[src/rtl/lcd_pkg.sv]
// Shared constants, state encodings and decode helpers for the HD44780 character writer.
package lcd_pkg;

  localparam logic [7:0] CMD_FUNC_8B2L = 8'h38;
  localparam logic [7:0] CMD_DISP_ON   = 8'h0C;
  localparam logic [7:0] CMD_CLEAR     = 8'h01;
  localparam logic [7:0] CMD_ENTRY     = 8'h06;
  localparam logic [7:0] CMD_DDRAM     = 8'h80;

  localparam logic [7:0] LINE0_BASE = 8'h00;
  localparam logic [7:0] LINE1_BASE = 8'h40;

  localparam logic [7:0] CHAR_CR = 8'h0D;
  localparam logic [7:0] CHAR_LF = 8'h0A;
  localparam logic [7:0] CHAR_FF = 8'h0C;

  localparam logic [2:0] INIT_LEN = 3'd4;

  typedef enum logic [2:0] {
    ST_PWRUP = 3'd0,
    ST_INIT  = 3'd1,
    ST_IDLE  = 3'd2,
    ST_XFER  = 3'd3,
    ST_WRAP  = 3'd4
  } state_t;

  typedef enum logic [1:0] {
    PH_SETUP = 2'd0,
    PH_PULSE = 2'd1,
    PH_EXEC  = 2'd2
  } phase_t;

  function automatic logic [7:0] line_base(input logic line);
    return line ? LINE1_BASE : LINE0_BASE;
  endfunction

  function automatic logic [7:0] init_cmd(input logic [2:0] idx);
    logic [7:0] cmd;
    case (idx)
      3'd0:    cmd = CMD_FUNC_8B2L;
      3'd1:    cmd = CMD_DISP_ON;
      3'd2:    cmd = CMD_CLEAR;
      3'd3:    cmd = CMD_ENTRY;
      default: cmd = CMD_ENTRY;
    endcase
    return cmd;
  endfunction

  function automatic logic is_printable(input logic [7:0] b);
    return (b >= 8'h20) && (b <= 8'h7E);
  endfunction

endpackage

[src/rtl/lcd_bus_xfer.sv]
// One HD44780 bus write: SETUP (EN low), PULSE (EN high), EXEC (EN low) timed by a reloading counter.
module lcd_bus_xfer
  import lcd_pkg::*;
#(
  parameter int CYC_US  = 27,
  parameter int EXEC_US = 50,
  parameter int LONG_US = 2000,
  parameter int CNT_W   = 21,
  parameter int DATA_W  = 8
) (
  input  logic              clk,
  input  logic              rst,
  input  logic              start,
  input  logic              rs,
  input  logic [DATA_W-1:0] data,
  input  logic              long_wait,
  output logic              done,
  output logic              busy,
  output logic              lcd_rs,
  output logic              lcd_en,
  output logic [DATA_W-1:0] lcd_data
);

  localparam logic [CNT_W-1:0] PHASE_LD = CNT_W'(CYC_US - 1);
  localparam logic [CNT_W-1:0] EXEC_LD  = CNT_W'(EXEC_US * CYC_US - 1);
  localparam logic [CNT_W-1:0] LONG_LD  = CNT_W'(LONG_US * CYC_US - 1);
  localparam logic [CNT_W-1:0] CNT_ZERO = {CNT_W{1'b0}};
  localparam logic [CNT_W-1:0] CNT_ONE  = CNT_W'(1);

  phase_t              phase_r;
  logic [CNT_W-1:0]    cnt_r;
  logic                busy_r;
  logic                long_r;
  logic                rs_r;
  logic                en_r;
  logic [DATA_W-1:0]   data_r;

  // Done is combinational so the caller can chain the next write in the same cycle.
  assign done     = busy_r && (phase_r == PH_EXEC) && (cnt_r == CNT_ZERO);
  assign busy     = busy_r;
  assign lcd_rs   = rs_r;
  assign lcd_en   = en_r;
  assign lcd_data = data_r;

  // Phase sequencing, counter reload on each phase entry, and registered bus drive.
  always_ff @(posedge clk) begin
    if (rst) begin
      phase_r <= PH_SETUP;
      cnt_r   <= CNT_ZERO;
      busy_r  <= 1'b0;
      long_r  <= 1'b0;
      rs_r    <= 1'b0;
      en_r    <= 1'b0;
      data_r  <= {DATA_W{1'b0}};
    end else if (start) begin
      phase_r <= PH_SETUP;
      cnt_r   <= PHASE_LD;
      busy_r  <= 1'b1;
      long_r  <= long_wait;
      rs_r    <= rs;
      en_r    <= 1'b0;
      data_r  <= data;
    end else if (busy_r) begin
      case (phase_r)
        PH_SETUP: begin
          if (cnt_r == CNT_ZERO) begin
            phase_r <= PH_PULSE;
            cnt_r   <= PHASE_LD;
            en_r    <= 1'b1;
          end else begin
            cnt_r <= cnt_r - CNT_ONE;
          end
        end
        PH_PULSE: begin
          if (cnt_r == CNT_ZERO) begin
            phase_r <= PH_EXEC;
            cnt_r   <= long_r ? LONG_LD : EXEC_LD;
            en_r    <= 1'b0;
          end else begin
            cnt_r <= cnt_r - CNT_ONE;
          end
        end
        PH_EXEC: begin
          if (cnt_r == CNT_ZERO) begin
            busy_r <= 1'b0;
          end else begin
            cnt_r <= cnt_r - CNT_ONE;
          end
        end
        default: begin
          busy_r <= 1'b0;
          en_r   <= 1'b0;
        end
      endcase
    end
  end

endmodule

[src/rtl/lcd_char_writer.sv]
// Byte-stream to HD44780 writer: power-up wait, init ROM, character/control decode and line wrap.
module lcd_char_writer
  import lcd_pkg::*;
#(
  parameter int CLK_HZ       = 27_000_000,
  parameter int PAYLOAD_BITS = 8,
  parameter int LCD_DATA_W   = 8,
  parameter int COLS         = 16,
  parameter int PWRUP_US     = 40000,
  parameter int EXEC_US      = 50,
  parameter int LONG_US      = 2000
) (
  input  logic                    CLK_I,
  input  logic                    RST_I,
  input  logic [PAYLOAD_BITS-1:0] DATA_I,
  input  logic                    VLD_I,
  output logic                    RDY_O,
  output logic                    DROP_O,
  output logic                    LCD_RS_O,
  output logic                    LCD_RW_O,
  output logic                    LCD_EN_O,
  output logic [LCD_DATA_W-1:0]   LCD_DATA_O
);

  localparam int CYC_US = CLK_HZ / 1_000_000;
  localparam int MAX_US = (PWRUP_US > LONG_US) ? PWRUP_US : LONG_US;
  localparam int CNT_W  = $clog2(MAX_US * CYC_US);
  localparam int COL_W  = $clog2(COLS + 1);

  localparam logic [CNT_W-1:0] PWRUP_LD = CNT_W'(PWRUP_US * CYC_US - 1);
  localparam logic [CNT_W-1:0] CNT_ZERO = {CNT_W{1'b0}};
  localparam logic [CNT_W-1:0] CNT_ONE  = CNT_W'(1);
  localparam logic [COL_W-1:0] COL_ZERO = {COL_W{1'b0}};
  localparam logic [COL_W-1:0] COL_ONE  = COL_W'(1);
  localparam logic [COL_W-1:0] COL_MAX  = COL_W'(COLS);

  state_t                state_r, state_n;
  logic [CNT_W-1:0]      cnt_r, cnt_n;
  logic [2:0]            idx_r, idx_n;
  logic [COL_W-1:0]      col_r, col_n;
  logic                  line_r, line_n;
  logic                  rdy_r;
  logic                  drop_r;

  logic                  start_s;
  logic                  rs_s;
  logic [LCD_DATA_W-1:0] data_s;
  logic                  long_s;
  logic                  xfer_done_s;
  logic                  xfer_busy_s;

  lcd_bus_xfer #(
    .CYC_US  (CYC_US),
    .EXEC_US (EXEC_US),
    .LONG_US (LONG_US),
    .CNT_W   (CNT_W),
    .DATA_W  (LCD_DATA_W)
  ) u_xfer (
    .clk       (CLK_I),
    .rst       (RST_I),
    .start     (start_s),
    .rs        (rs_s),
    .data      (data_s),
    .long_wait (long_s),
    .done      (xfer_done_s),
    .busy      (xfer_busy_s),
    .lcd_rs    (LCD_RS_O),
    .lcd_en    (LCD_EN_O),
    .lcd_data  (LCD_DATA_O)
  );

  assign RDY_O    = rdy_r;
  assign DROP_O   = drop_r;
  assign LCD_RW_O = 1'b0;

  // Next-state, write request and cursor bookkeeping.
  always_comb begin
    state_n = state_r;
    cnt_n   = cnt_r;
    idx_n   = idx_r;
    col_n   = col_r;
    line_n  = line_r;
    start_s = 1'b0;
    rs_s    = 1'b0;
    data_s  = {LCD_DATA_W{1'b0}};
    long_s  = 1'b0;
    case (state_r)
      ST_PWRUP: begin
        if (cnt_r == CNT_ZERO) begin
          start_s = 1'b1;
          data_s  = init_cmd(3'd0);
          idx_n   = 3'd1;
          state_n = ST_INIT;
        end else begin
          cnt_n = cnt_r - CNT_ONE;
        end
      end
      ST_INIT: begin
        // Next init command is issued on the done cycle so writes run back to back.
        if (xfer_done_s) begin
          if (idx_r == INIT_LEN) begin
            state_n = ST_IDLE;
          end else begin
            start_s = 1'b1;
            data_s  = init_cmd(idx_r);
            long_s  = (init_cmd(idx_r) == CMD_CLEAR);
            idx_n   = idx_r + 3'd1;
          end
        end else begin
          state_n = ST_INIT;
        end
      end
      ST_IDLE: begin
        if (VLD_I && rdy_r) begin
          if (is_printable(DATA_I)) begin
            start_s = 1'b1;
            rs_s    = 1'b1;
            data_s  = DATA_I;
            col_n   = col_r + COL_ONE;
            state_n = ST_XFER;
          end else if (DATA_I == CHAR_CR) begin
            start_s = 1'b1;
            data_s  = CMD_DDRAM | line_base(line_r);
            col_n   = COL_ZERO;
            state_n = ST_XFER;
          end else if (DATA_I == CHAR_LF) begin
            start_s = 1'b1;
            data_s  = CMD_DDRAM | line_base(~line_r);
            line_n  = ~line_r;
            col_n   = COL_ZERO;
            state_n = ST_XFER;
          end else if (DATA_I == CHAR_FF) begin
            start_s = 1'b1;
            data_s  = CMD_CLEAR;
            long_s  = 1'b1;
            line_n  = 1'b0;
            col_n   = COL_ZERO;
            state_n = ST_XFER;
          end else begin
            state_n = ST_IDLE;
          end
        end else begin
          state_n = ST_IDLE;
        end
      end
      ST_XFER: begin
        // A character that filled the line chains the cursor move without an idle gap.
        if (xfer_done_s) begin
          if (col_r == COL_MAX) begin
            start_s = 1'b1;
            data_s  = CMD_DDRAM | line_base(~line_r);
            line_n  = ~line_r;
            col_n   = COL_ZERO;
            state_n = ST_WRAP;
          end else begin
            state_n = ST_IDLE;
          end
        end else begin
          state_n = ST_XFER;
        end
      end
      ST_WRAP: begin
        if (xfer_done_s) begin
          state_n = ST_IDLE;
        end else begin
          state_n = ST_WRAP;
        end
      end
      default: begin
        state_n = ST_PWRUP;
      end
    endcase
  end

  // State, counters and registered handshake outputs.
  always_ff @(posedge CLK_I) begin
    if (RST_I) begin
      state_r <= ST_PWRUP;
      cnt_r   <= PWRUP_LD;
      idx_r   <= 3'd0;
      col_r   <= COL_ZERO;
      line_r  <= 1'b0;
      rdy_r   <= 1'b0;
      drop_r  <= 1'b0;
    end else begin
      state_r <= state_n;
      cnt_r   <= cnt_n;
      idx_r   <= idx_n;
      col_r   <= col_n;
      line_r  <= line_n;
      rdy_r   <= (state_n == ST_IDLE);
      drop_r  <= VLD_I && !rdy_r;
    end
  end

endmodule
[config.mk]
export PLATFORM = sky130hd
export DESIGN_NAME = lcd_char_writer
export DESIGN_NICKNAME = d
export VERILOG_FILES = /design/src/rtl/lcd_pkg.sv /design/src/rtl/lcd_bus_xfer.sv /design/src/rtl/lcd_char_writer.sv
export SDC_FILE = /design/constraint.sdc
export NUM_CORES = 1
export LEC_CHECK = 0
export BUFFER_PORTS_ARGS = -buffer_cell sky130_fd_sc_hd__buf_4
export CAP_MARGIN = 40
export CORE_MARGIN = 3
export CORE_UTILIZATION = 45
export DETAILED_ROUTE_END_ITERATION = 16
export GPL_ROUTABILITY_DRIVEN = 0
export HOLD_SLACK_MARGIN = 0.03
export PLACE_DENSITY = 0.71
export SLEW_MARGIN = 5
export SYNTH_ARGS = -nofsm -noshare
export SYNTH_HDL_FRONTEND = slang
export SYNTH_SLANG_ARGS = --single-unit
[constraint.sdc]
create_clock -name CLK_I -period 4.9 [get_ports CLK_I]
set_clock_uncertainty 0.05 [all_clocks]
set_input_delay 0.98 -clock CLK_I [delete_from_list [all_inputs] [get_ports CLK_I]]
set_output_delay 0.98 -clock CLK_I [all_outputs]
set_load 0.02 [all_outputs]
==> key figures <==
Clocking
  – Clk pin slew, worst setup/hold paths: 0.08 ns
  – CTS sink cnt: 70
  – TritonCTS clock tree: built
  – Root buffer cell: clkbuf_8
  – Worst-Skew Late Latency: 0.34 ns
  – Post-CTS Setup Inserts: 0
  – CTS H-tree depth: 3
  – Hold buffer count at cts: 0
  – Number of buffers created by CTS: 9
  – Post_cts resized: 0
  – Clk buf depth: 2

Worst setup path
  – Arr. time, crit path: 3.17 ns
  – R2R Path End: u_xfer.cnt_r[15]
  – Reg-to-Reg Start: u_xfer.cnt_r[0]
  – Critical path's top delay family: simple AND/OR/NAND/NOR gates
  – Crit-path cells: inv_1, ha_1, nor4b_1, nand4_2, nor4_1, nor3_1, nand2_2, nor4_1
  – WP data required: 5.06 ns
  – Crit path buf inv count: 1
  – Worst path slowest cell: nor4_1
  – R2R depth: 8
  – Flop2flop setup slack: 1.89 ns
  – Setup CP Type: flop to flop
  – Most frequent CP cell: nor4_1
  – Setup crit end kind: flop
  – Crit path launch type: flop
  – Crit Path Max Fanout: 13
  – CP max stage delay: 0.63 ns

Detailed routing
  – Wire length per cell: around 16 um
  – TritonRoute pass-1 iters: 5
  – Routed Antenna Nets: 0
  – Via-to-Cell Ratio: 6.09
  – Vias after detailed routing: 3,892
  – Drc violations: 0
  – Final WL: 9970 um
  – 1st-iter DRT viols: 220

Floorplan
  – Cell Rows: 34
  – Starting density of the core: 46.8%
  – # IOs: 24
  – Die ar.: 10,300 um^2
  – CORE AREA: 8760 um^2
  – Die Y: 101 um
  – Die X: 101 um

STA
  – Part of the cycle the worst path needs: 61.4%
  – Post-route setup slack: 1.89 ns
  – Fmax: about 0.33 GHz
  – Fin Setup TNS: 0 ns
  – RSZ-0062 raised after global routing: no
  – Minimum clock period: 3.01 ns
  – Final Hold Fails: 0
  – Final setup viols: 0
  – Max transition margin: 39.5%
  – Least-Margin Pin Slew: 0.904 ns
  – Final slew viol count: 0

Synth
  – Yosys warnings: 0
  – Flops & latches, synth: 70
  – Mux cell area share after synthesis: less than 1%
  – Mapped cell area: 4100 um^2
  – Syn Area/Cell: 8.05 um^2
  – Mapped Nets: 534
  – Post-synthesis compound-gate area fraction: 20.0%
  – Top FF cell, synth: dfxtp_1
  – Post-Synth XOR/XNOR Area: 5.34%
  – Synth cell types: 67
  – Simple-Gate Fraction of Synth Area: 32.2%
  – Syn Inst Count: 509
  – Post-synth ARST share: 0%
  – EDFF count, synth: 0
  – Sequential-to-total area share from yosys stat: around a third
  – Adder-cell share of the synthesized area: under 10%
  – Main combinational cell family by area after synthesis: simple AND/OR/NAND/NOR gates

Layout
  – Antenna fix cells: 0
  – Most frequent cells in the layout: dfxtp_1, nand2_1, nor2_1, a21oi_1
  – Non-filler cells in the finished layout: 639
  – P&R area growth vs syn: 10.6%
  – Commonest non-fill, non-tap cell in the layout: dfxtp_1
  – Fraction of layout cells with a size suffix above 1: 11.1%
  – # nets final: 551

Place
  – Hpwl dp: approximately 7100 um
  – Pre-CTS WS: 1.63 ns
  – Placed Instances: 623
  – Port Buffers: 22

Power
  – Cell Int Power: ~0.83 mW
  – Seq pwr share: 52.5%
  – Max rail drop VDD: between 0.00015 and 0.0002 V
  – Psw: 0.259 mW
  – Pwr Density: around 240 nW/um^2
  – Fraction of power consumed by the clock network: 43.4%
  – Logic pwr share: 4.1%
  – Lkg Pwr: roughly 1.6 nW
  – Sw Share: a little under a quarter

Global route
  – Global route total overflow: 0
  – Vias in the first global route: 3,644
  – GR Util All Layers: 19.9%
  – First-pass GRT wire length: between 15,000 and 20,000 um
  – Initial antenna violation count: 0
  – Largest net degree at the start of global routing: 31

Hold path
  – Worst Hold Depth: 1
  – HP Start: u_xfer.lcd_rs
  – Hold Crit Class: flop to flop
  – Hold Path End: u_xfer.lcd_rs

Run
  – Total of max-cap violations: 0

Outcome
  – Status: finished, final reports clean
## area by class of cell
class | instances | area [um^2]
clock buffer | 10 | 138
tap | 108 | 135
timing repair buffer | 26 | 193
multi-input combinational | 404 | 2550
clock inverter | 6 | 61.3
sequential | 70 | 1400
inverter | 15 | 56.3
fill | 843 | 4230
## cells in the mapped netlist, types with 5 or more instances
cell	count	area share [%]
o21ai_0	26	3.2
a21oi_1	33	4.0
nor3_1	26	3.2
or4_1	12	2.2
or2_2	5	0.76
a31oi_1	17	2.6
a21o_1	5	0.92
nor4_1	10	1.5
or3_1	17	2.6
nand2_1	44	4.0
nor2b_1	7	1.1
xnor2_1	12	2.6
nor3b_1	5	0.92
nand2b_1	10	1.5
clkbuf_1	12	1.1
inv_1	15	1.4
dfxtp_1	70	34
o211ai_1	6	1.1
and3_1	5	0.76
nand3_1	24	2.9
ha_1	14	4.3
and2_1	7	1.1
nor2_1	40	3.7
xor2_1	13	2.8
## power groups by stage
stage	combinational (mW)	sequential (mW)	clock [mW]
finish	0.0449	0.574	0.475
CTS	0.0453	0.574	0.488
floorplan	0.0252	0.589	0
global placement	0.0436	0.587	0
detailed placement	0.0450	0.588	0
global route	0.0504	0.575	0.510
## flip-flops by register name, indices dropped and copies added, names as in the netlist, 2 cells and up
register,count
state_r,3
u_xfer.phase_r,2
idx_r,3
col_r,5
u_xfer.cnt_r,21
u_xfer.lcd_data,8
cnt_r,21
## metrics by stage
step	instance area [um^2]	util, %	power (mW)	hold slack [ns]
6_report	4530	51.7	1.09	0.404
5_1_grt	4530	51.7	1.14	0.416
4_1_cts	4530	51.7	1.11	0.409
3_5_place_dp	4330	49.4	0.633	0.391
3_3_place_gp	4310	49.2	0.631	0.385
2_1_floorplan	4100	-	0.614	0.383
## per-layer routing
metal | routed length [um] | global-route usage [%] | vias up
met3 | 490 | 3.79 | 17
met1 | 4430 | 25.0 | 1844
li1 | - | - | 1911
met5 | 0 | 0 | -
met2 | 4890 | 34.5 | 120
met4 | 159 | 6.13 | 0
## worst max path at each step
stage	slack (ns)	endpoint	startpoint	depth (start not counted)
final	1.89	u_xfer.cnt_r[15]	u_xfer.cnt_r[0]	8
after detailed placement	1.63	u_xfer.cnt_r[15]	DATA_I[2]	7
after floorplan	2.20	u_xfer.cnt_r[11]	DATA_I[2]	6
after global routing	1.65	u_xfer.cnt_r[15]	u_xfer.cnt_r[0]	8
after global placement	1.68	u_xfer.cnt_r[15]	DATA_I[2]	7
after CTS	1.91	cnt_r[4]	cnt_r[12]	6
## cells by family after synthesis
logic type / count (synthesis)
adders and majority gates: 14
buffers and inverters: 35
xor gates and xnor gates: 25
muxes: 1
AOI/OAI and AO/OA: 127
DFF: 70
and+or+nand+nor: 236
other: 1
(Power assumes the default switching activity.)
